--- src/rtl/chip8_pkg.sv ---
// rtl/chip8_pkg.sv - shared constants and decode helpers for the CHIP8 ALU issue slice
// Contents: register file geometry, 8XYN ALU opcodes, VF address,
// issue FSM state encoding and the legal-N decode helpers.
package chip8_pkg;
  localparam int NREGS = 16;
  localparam int DW    = 8;

  localparam logic [3:0] OP_ASSIGN = 4'h0;
  localparam logic [3:0] OP_OR     = 4'h1;
  localparam logic [3:0] OP_AND    = 4'h2;
  localparam logic [3:0] OP_XOR    = 4'h3;
  localparam logic [3:0] OP_ADD    = 4'h4;
  localparam logic [3:0] OP_SUB    = 4'h5;
  localparam logic [3:0] OP_SHR    = 4'h6;
  localparam logic [3:0] OP_SUBN   = 4'h7;
  localparam logic [3:0] OP_SHL    = 4'hE;

  localparam logic [3:0] REG_VF    = 4'hF;
  localparam logic [3:0] HI_ALU    = 4'h8;

  localparam logic [1:0] ST_IDLE   = 2'd0;
  localparam logic [1:0] ST_ISSUE  = 2'd1;
  localparam logic [1:0] ST_WB     = 2'd2;

  // Bit n set means 8XYn is an implemented ALU instruction (0-7 and E).
  localparam logic [15:0] LEGAL_N_MASK = 16'h40FF;

  function automatic logic n_legal(input logic [3:0] n);
    return LEGAL_N_MASK[n];
  endfunction

  // Shifts operate on Vy and write the result back to both Vx and Vy.
  function automatic logic n_writes_vy(input logic [3:0] n);
    return (n == OP_SHR) || (n == OP_SHL);
  endfunction

  // Arithmetic and shifts report a flag through VF; logic ops leave it alone.
  function automatic logic n_writes_vf(input logic [3:0] n);
    return (n == OP_ADD) || (n == OP_SUB) || (n == OP_SHR) ||
           (n == OP_SUBN) || (n == OP_SHL);
  endfunction
endpackage

--- src/rtl/chip8_vreg_file.sv ---
// rtl/chip8_vreg_file.sv - V0-VF register file, three async reads, one three-lane write port
// Ports: clk, rst (sync, active high); ra_x/ra_y/ra_ext -> rd_x/rd_y/rd_ext (combinational);
// write lanes 0..2 (we*/wa*/wd*), a higher lane wins when addresses collide.
module chip8_vreg_file
  import chip8_pkg::*;
(
  input  logic          clk,
  input  logic          rst,
  input  logic [3:0]    ra_x,
  input  logic [3:0]    ra_y,
  input  logic [3:0]    ra_ext,
  output logic [DW-1:0] rd_x,
  output logic [DW-1:0] rd_y,
  output logic [DW-1:0] rd_ext,
  input  logic          we0,
  input  logic [3:0]    wa0,
  input  logic [DW-1:0] wd0,
  input  logic          we1,
  input  logic [3:0]    wa1,
  input  logic [DW-1:0] wd1,
  input  logic          we2,
  input  logic [3:0]    wa2,
  input  logic [DW-1:0] wd2
);
  logic [DW-1:0] regs [NREGS];

  assign rd_x   = regs[ra_x];
  assign rd_y   = regs[ra_y];
  assign rd_ext = regs[ra_ext];

  // Later non-blocking assignments override earlier ones, giving lane priority 2 > 1 > 0.
  always_ff @(posedge clk) begin
    if (rst) begin
      for (int i = 0; i < NREGS; i++) regs[i] <= '0;
    end else begin
      if (we0) regs[wa0] <= wd0;
      if (we1) regs[wa1] <= wd1;
      if (we2) regs[wa2] <= wd2;
    end
  end
endmodule

--- src/rtl/chip8_alu_issue.sv ---
// rtl/chip8_alu_issue.sv - owns V0-VF, issues 8XYN to the ALU and writes results back
// Ports: clk, rst (sync, active high); instr_valid/instr_ready/instr handshake;
// done/err one-cycle result pulses; alu_op1/alu_op2/alu_opcode to the ALU,
// alu_out/alu_carry/alu_err back; rd_addr/rd_data async read; wr_en/wr_addr/wr_data/wr_ready write.
module chip8_alu_issue
  import chip8_pkg::*;
(
  input  logic        clk,
  input  logic        rst,
  input  logic        instr_valid,
  output logic        instr_ready,
  input  logic [15:0] instr,
  output logic        done,
  output logic        err,
  output logic [7:0]  alu_op1,
  output logic [7:0]  alu_op2,
  output logic [3:0]  alu_opcode,
  input  logic [7:0]  alu_out,
  input  logic        alu_carry,
  input  logic        alu_err,
  input  logic [3:0]  rd_addr,
  output logic [7:0]  rd_data,
  input  logic        wr_en,
  input  logic [3:0]  wr_addr,
  input  logic [7:0]  wr_data,
  output logic        wr_ready
);
  logic [1:0] state;
  logic [3:0] x_q, y_q, n_q, hi_q;
  logic [7:0] vx, vy;
  logic       in_wb, wb_ok;
  logic       we0, we1, we2;
  logic [3:0] wa0;
  logic [7:0] wd0;

  assign in_wb       = (state == ST_WB);
  assign instr_ready = (state == ST_IDLE);
  assign wr_ready    = !in_wb;

  assign alu_op1    = (state == ST_ISSUE) ? vx  : '0;
  assign alu_op2    = (state == ST_ISSUE) ? vy  : '0;
  assign alu_opcode = (state == ST_ISSUE) ? n_q : '0;

  assign wb_ok = in_wb && (hi_q == HI_ALU) && !alu_err && n_legal(n_q);

  // Lane 0 is shared: the Vx writeback owns it in WB, the external writer otherwise.
  always_comb begin
    we0 = wr_en;
    wa0 = wr_addr;
    wd0 = wr_data;
    if (in_wb) begin
      we0 = wb_ok;
      wa0 = x_q;
      wd0 = alu_out;
    end
  end

  assign we1 = wb_ok && n_writes_vy(n_q);
  assign we2 = wb_ok && n_writes_vf(n_q);

  chip8_vreg_file u_vregs (
    .clk    (clk),
    .rst    (rst),
    .ra_x   (x_q),
    .ra_y   (y_q),
    .ra_ext (rd_addr),
    .rd_x   (vx),
    .rd_y   (vy),
    .rd_ext (rd_data),
    .we0    (we0),
    .wa0    (wa0),
    .wd0    (wd0),
    .we1    (we1),
    .wa1    (y_q),
    .wd1    (alu_out),
    .we2    (we2),
    .wa2    (REG_VF),
    .wd2    ({7'b0, alu_carry})
  );

  always_ff @(posedge clk) begin
    if (rst) begin
      state <= ST_IDLE;
      done  <= 1'b0;
      err   <= 1'b0;
      x_q   <= '0;
      y_q   <= '0;
      n_q   <= '0;
      hi_q  <= '0;
    end else begin
      done <= 1'b0;
      err  <= 1'b0;
      case (state)
        ST_IDLE: begin
          if (instr_valid) begin
            hi_q  <= instr[15:12];
            x_q   <= instr[11:8];
            y_q   <= instr[7:4];
            n_q   <= instr[3:0];
            state <= ST_ISSUE;
          end
        end
        ST_ISSUE: state <= ST_WB;
        ST_WB: begin
          done  <= wb_ok;
          err   <= !wb_ok;
          state <= ST_IDLE;
        end
        default: state <= ST_IDLE;
      endcase
    end
  end
endmodule

--- config.mk ---
export PLATFORM = sky130hd
export DESIGN_NAME = chip8_alu_issue
export DESIGN_NICKNAME = d
export VERILOG_FILES = /design/src/rtl/chip8_pkg.sv /design/src/rtl/chip8_vreg_file.sv /design/src/rtl/chip8_alu_issue.sv
export SDC_FILE = /design/constraint.sdc
export NUM_CORES = 1
export LEC_CHECK = 0
export BUFFER_PORTS_ARGS = -buffer_cell sky130_fd_sc_hd__buf_2
export CAP_MARGIN = 20
export CORE_ASPECT_RATIO = 0.7
export CORE_MARGIN = 2
export CORE_UTILIZATION = 31
export CTS_CLUSTER_DIAMETER = 200
export CTS_CLUSTER_SIZE = 28
export DETAILED_ROUTE_END_ITERATION = 10
export PLACE_DENSITY_LB_ADDON = 0.25
export SKIP_CTS_REPAIR_TIMING = 1
export SLEW_MARGIN = 40
export SYNTH_ARGS = -nofsm -noshare
export SYNTH_HDL_FRONTEND = slang
export SYNTH_SLANG_ARGS = --single-unit
--- constraint.sdc ---
create_clock -name clk -period 2.4 [get_ports clk]
set_input_delay 0.36 -clock clk [delete_from_list [all_inputs] [get_ports clk]]
set_output_delay 0.36 -clock clk [all_outputs]
set_load 0.01 [all_outputs]
Word-level counts from Yosys, hierarchy flattened
Memory sizes are Yosys's and may differ from the RTL's. A register that Yosys moved wholly into a read port is not among the register bits.
Index checks and enable logic that the tools add are counted.

word-level totals
  bits in read-only memories = 16
  logic and storage cells = 80
  register bits = 20
  RAM bits = 128
  output and inout bits = 32
  input port bits = 46
  memories kept = 2

memory list
  name              depth  bits a word  rd ports  clocked after memory_dff  write ports  RTL line               RTL
  u_vregs.regs      16     8            3         2                         16           chip8_vreg_file.sv:25  logic [DW-1:0] regs [NREGS];
  (name not given)  16     1            1         1                         0            chip8_pkg.sv:29        return LEGAL_N_MASK[n];

cells by class
  reduce and logical (&&, ||, !) cells = 18
  magnitude comparators = 1
  equality and inequality tests = 11
  bitwise operators = 8
  multiplexer cells = 33

operators with widths
  operator                                                                      number
  8-bit two-way mux                                                             6
  4-bit two-way mux                                                             10
  4-bit by 3-bit equality test with 1-bit output, second input constant         4
  4-bit equality test, second input constant                                    4
  8-bit OR reduction                                                            2
  1-bit two-way mux                                                             15
  1-bit logical AND                                                             5
  1-bit logical OR                                                              5
  4-bit by 5-bit less-than comparator with 1-bit output, second input constant  1
  1-bit AND                                                                     4
  2-bit one-hot mux with 2 select lines                                         1
  1-bit logical NOT                                                             3
  1-bit inverter                                                                3
  2-bit by 1-bit equality test with 1-bit output, second input constant         1
  2-bit equality test, second input constant                                    1
  2-bit logical NOT                                                             1
  2-bit two-way mux                                                             1
  2-bit != test, second input constant                                          1
  2-bit AND reduction                                                           1
  2-bit OR reduction                                                            1
  1-bit OR                                                                      1

Longest topological paths before layout
  depth in word-level cells = 14
  gate-level depth with buffers = 7

Cells and area by module
A second synthesis with hierarchy kept.

second synthesis, totals
  cell total of the unflattened synthesis = 1248
  area total of the unflattened synthesis = 12428.2 µm²

by module, submodules not included
  module           times used  area an instance (µm²)  cells an instance
  chip8_vreg_file  1           11274.6                 1115
  chip8_alu_issue  1           1153.6                  133

Worst setup path before layout
No wires, ideal clock.

  kind = input to register
  start point = in alu_err
  end point = mem u_vregs.regs[12][0] (enable)
  setup slack = -5 ps
  arrival time = 2078 ps
  stages = 5
  path through = or4b_1 -> buf_6 -> or4_4 -> nor2_1 -> a211o_1

RTL lines
  element      RTL line               RTL
  from (decl)  chip8_alu_issue.sv:20  input logic alu_err,
  to (decl)    chip8_vreg_file.sv:25

==> reports/results.tsv <==
stage	metric	value	unit
synth	Post-Synth XOR/XNOR Area	0	%
drt	via density per instance	6.14	
critical_path	critical path capture point type	output pin	
clock_tree	clk_lat worst skew	440	ps
clock_tree	Worst-path clk slew	70	ps
placement	DP HPWL	30.2	mm
sta	Max Transition Viols Final	0	
cells_and_area	Area growth syn-to-layout	26.2	%
sta	final worst path period share	106	%
hold_path	worst min path class	input port to flop	
critical_path	crit path DAT	2180	ps
outcome	failing checks	negative setup slack	
synth	Seq/Total Area, Yosys	42.5	%
sta	Slew @ Worst Pin	569	ps
synth	multiplexer area fraction after synthesis	26.7	%
synth	Yosys top cell area share	36.9	%
global_routing	GRT Residual Overflow	0	
critical_path	crit start category	flop	
synth	area leader, netlist	edfxtp_1	
drt	routed wire length	41.9	mm
sta	Final min period	2540	ps
critical_path	WP data required	2040	ps
floorplan	die area	35100	um2
cells_and_area	fillcell total	3184	
global_routing	vias in the first global route	8171	
synth	post-synthesis cell area	10400	um2
drt	DRT antenna net count	0	
global_routing	wire length of the first global-routing pass	59.2	mm
flow_run	max cap viols	0	
cells_and_area	FF+latch area	4430	um2
cells_and_area	Post-layout nets	1029	
power_and_ir_drop	PD cells	557	nW/um2
clock_tree	CTS sink count	157	
placement	GPL Wtd Cong	0.948	
clock_tree	Num CTS Buffers	17	
global_routing	Global Route Usage Sum	23.9	%
floorplan	IO Pins	78	
critical_path	CP peak stage delay	540	ps
synth	most frequent cells after synthesis	nand2_1 (138), edfxtp_1 (128), mux4_2 (104)	
drt	drt wl/cell	29.3	um
sta	RSZ-0062 raised after global routing	yes	
sta	min setup slack post-route	-137	ps
synth	Area contributors post-synth	edfxtp_1 (37%), mux4_2 (22%), dfxtp_1 (5.6%), nand2_1 (5.0%), o2bb2ai_1 (3.7%)	
sta	Final Skew	5.73	ps
sta	setup tns final	-894	ps
critical_path	cell family with most CP delay	multiplexers	
sta	final setup vio count	16	
critical_path	Buf/Inv on CP	1	
floorplan	die height	157	um
floorplan	row cnt	56	
placement	Port Buf Inserts	77	
synth	number of synthesized flops with an enable pin	128	
synth	predominant post-synthesis flop cell	edfxtp_1	
synth	complex-gate fraction of the synthesized area	14.0	%
cells_and_area	Post-Layout Inst Area	13100	um2
critical_path	Critical Path Fanout Max	3	
clock_tree	root buffer cell	clkbuf_16	
global_routing	largest net degree at the start of global routing	33	
synth	async set-reset flop share out of synthesis	0	%
critical_path	crit-path cells	mux4_2 > mux4_2 > buf_6	
synth	largest family of logic cells by synthesized area	multiplexers	
synth	YS warnings	0	
global_routing	initial antenna violation count	0	
critical_path	critical path type	flop to output pin	
floorplan	die width	223	um
critical_path	CP most frequent cell	mux4_2	
synth	FF+latch count, synth	157	
critical_path	slowest CP cell	mux4_2	
drt	First-pass DRT Iterations	5	
floorplan	core area	33300	um2
power_and_ir_drop	total power	7330	uW
drt	drt drc	0	
sta	relative slew slack	61.9	%
synth	Cell variety after synth	61	
synth	Adder-Cell Fraction of Synth Area	0	%
clock_tree	H-tree levels	4	
synth	Post-Synth Simple-Gate Area	13.4	%
clock_tree	Clock Tree Buf Depth	2	
floorplan	Starting Density	31.3	%
placement	placed cell area	12200	um2
drt	DR vias	8789	
sta	final hold viol count	0	
placement	DP Cell Count	1381	
synth	most common cell in the netlist	nand2_1	
power_and_ir_drop	VDD IR-drop max	514	uV
cells_and_area	share of cells above drive strength 1	40.5	%
cells_and_area	fin cells	1432	
power_and_ir_drop	leakage	0.00448	uW
drt	DR iter-0 viols	1284	
outcome	outcome	finished, violations left	
sta	Max Clk Rate	0.394	GHz
synth	synthesized net count	884	
cells_and_area	Multi-input gate area	5750	um2
synth	post-synthesis cell count	838	
clock_tree	CTS tree	yes	
synth	Mean Syn Cell Area	12.4	um2
power by group:
part           switching (uW)  total (uW)  internal (uW)
Clock                    1280        2740           1470
Sequential                144        3200           3060
Combinational             725        1380            653
Total                    2150        7330           5180
worst register-to-register path: cells and delay by family, from the launching register on:
family	cells	cell delay [ps]
buf+inv	4	620
compound gates	2	660
flops	1	310
mux	1	230
simple gates	1	260
stage by stage:
stage,utilization (%),worst slack [ps],hold slack [ps]
2_1_floorplan,-,1.89,440
3_3_place_gp,36.6,-95.9,461
3_5_place_dp,36.6,-114,459
4_1_cts,38.4,-400,144
5_1_grt,39.5,-147,168
6_report,39.5,-137,156
layout by cell type (no fill, tap or decap), types with 5 or more instances in the layout:
cell,netlist,final
buf_6,1,12
o2bb2ai_1,44,44
buf_2,15,69
a211o_1,16,14
clkbuf_16,0,20
dfxtp_1,29,27
and2_1,5,5
mux2_2,8,8
nor4bb_1,6,6
mux2i_1,35,27
a31o_2,6,6
inv_1,8,8
edfxtp_1,128,128
nor2_1,15,15
buf_4,0,95
nand3_1,26,26
o22ai_1,20,16
a21oi_1,14,14
nor4_2,4,7
or4bb_1,6,5
mux4_2,104,104
o21ai_0,42,42
buf_12,0,26
o2111ai_1,7,7
o31ai_1,29,29
nand4_1,8,8
mux2i_2,0,7
nand2b_1,7,5
nand2_1,138,138
path summary, 6_finish.rpt:
path	endpoint	startpoint	cells after the start	slack [ps]
worst max-delay path	rd_data[6]	u_vregs.regs[13][6]	3	-140
worst min-delay path	hi_q[3]	instr[15]	3	160
worst min register to register	hi_q[0]	hi_q[0]	2	470
worst max register to register	u_vregs.regs[12][3]	state[0]	8	110
flip-flops by register name, indices dropped and copies added (netlist names), named ones only:
| signal | cells |
|---|---|
| done | 1 |
| err | 1 |
| hi_q | 4 |
| n_q | 4 |
| state | 2 |
| u_vregs.regs | 128 |
| x_q | 4 |
| y_q | 4 |
metal layers:
layer | vias to the layer above | routed length (um) | track usage [%]
met1 | 4457 | 17800 | 33.7
li1 | 3709 | - | -
met3 | 58 | 5710 | 8.90
met4 | 0 | 702 | 5.66
met5 | - | 0 | 0
met2 | 565 | 17700 | 34.8
final cells by class:
class,instances,area share [%]
multi-input combinational,593,43.7
sequential,157,33.7
timing repair buffer,206,13.7
tap,435,4.14
clock buffer,17,3.24
clock inverter,15,1.20
inverter,8,0.228
antenna,1,0.0190
logic make-up after synthesis:
family                 Yosys count
DFF                            157
and+or+nand+nor                254
muxes                          147
AOI/OAI and AO/OA              192
buffers and inverters           88
Power figures use the tool's default switching activity.
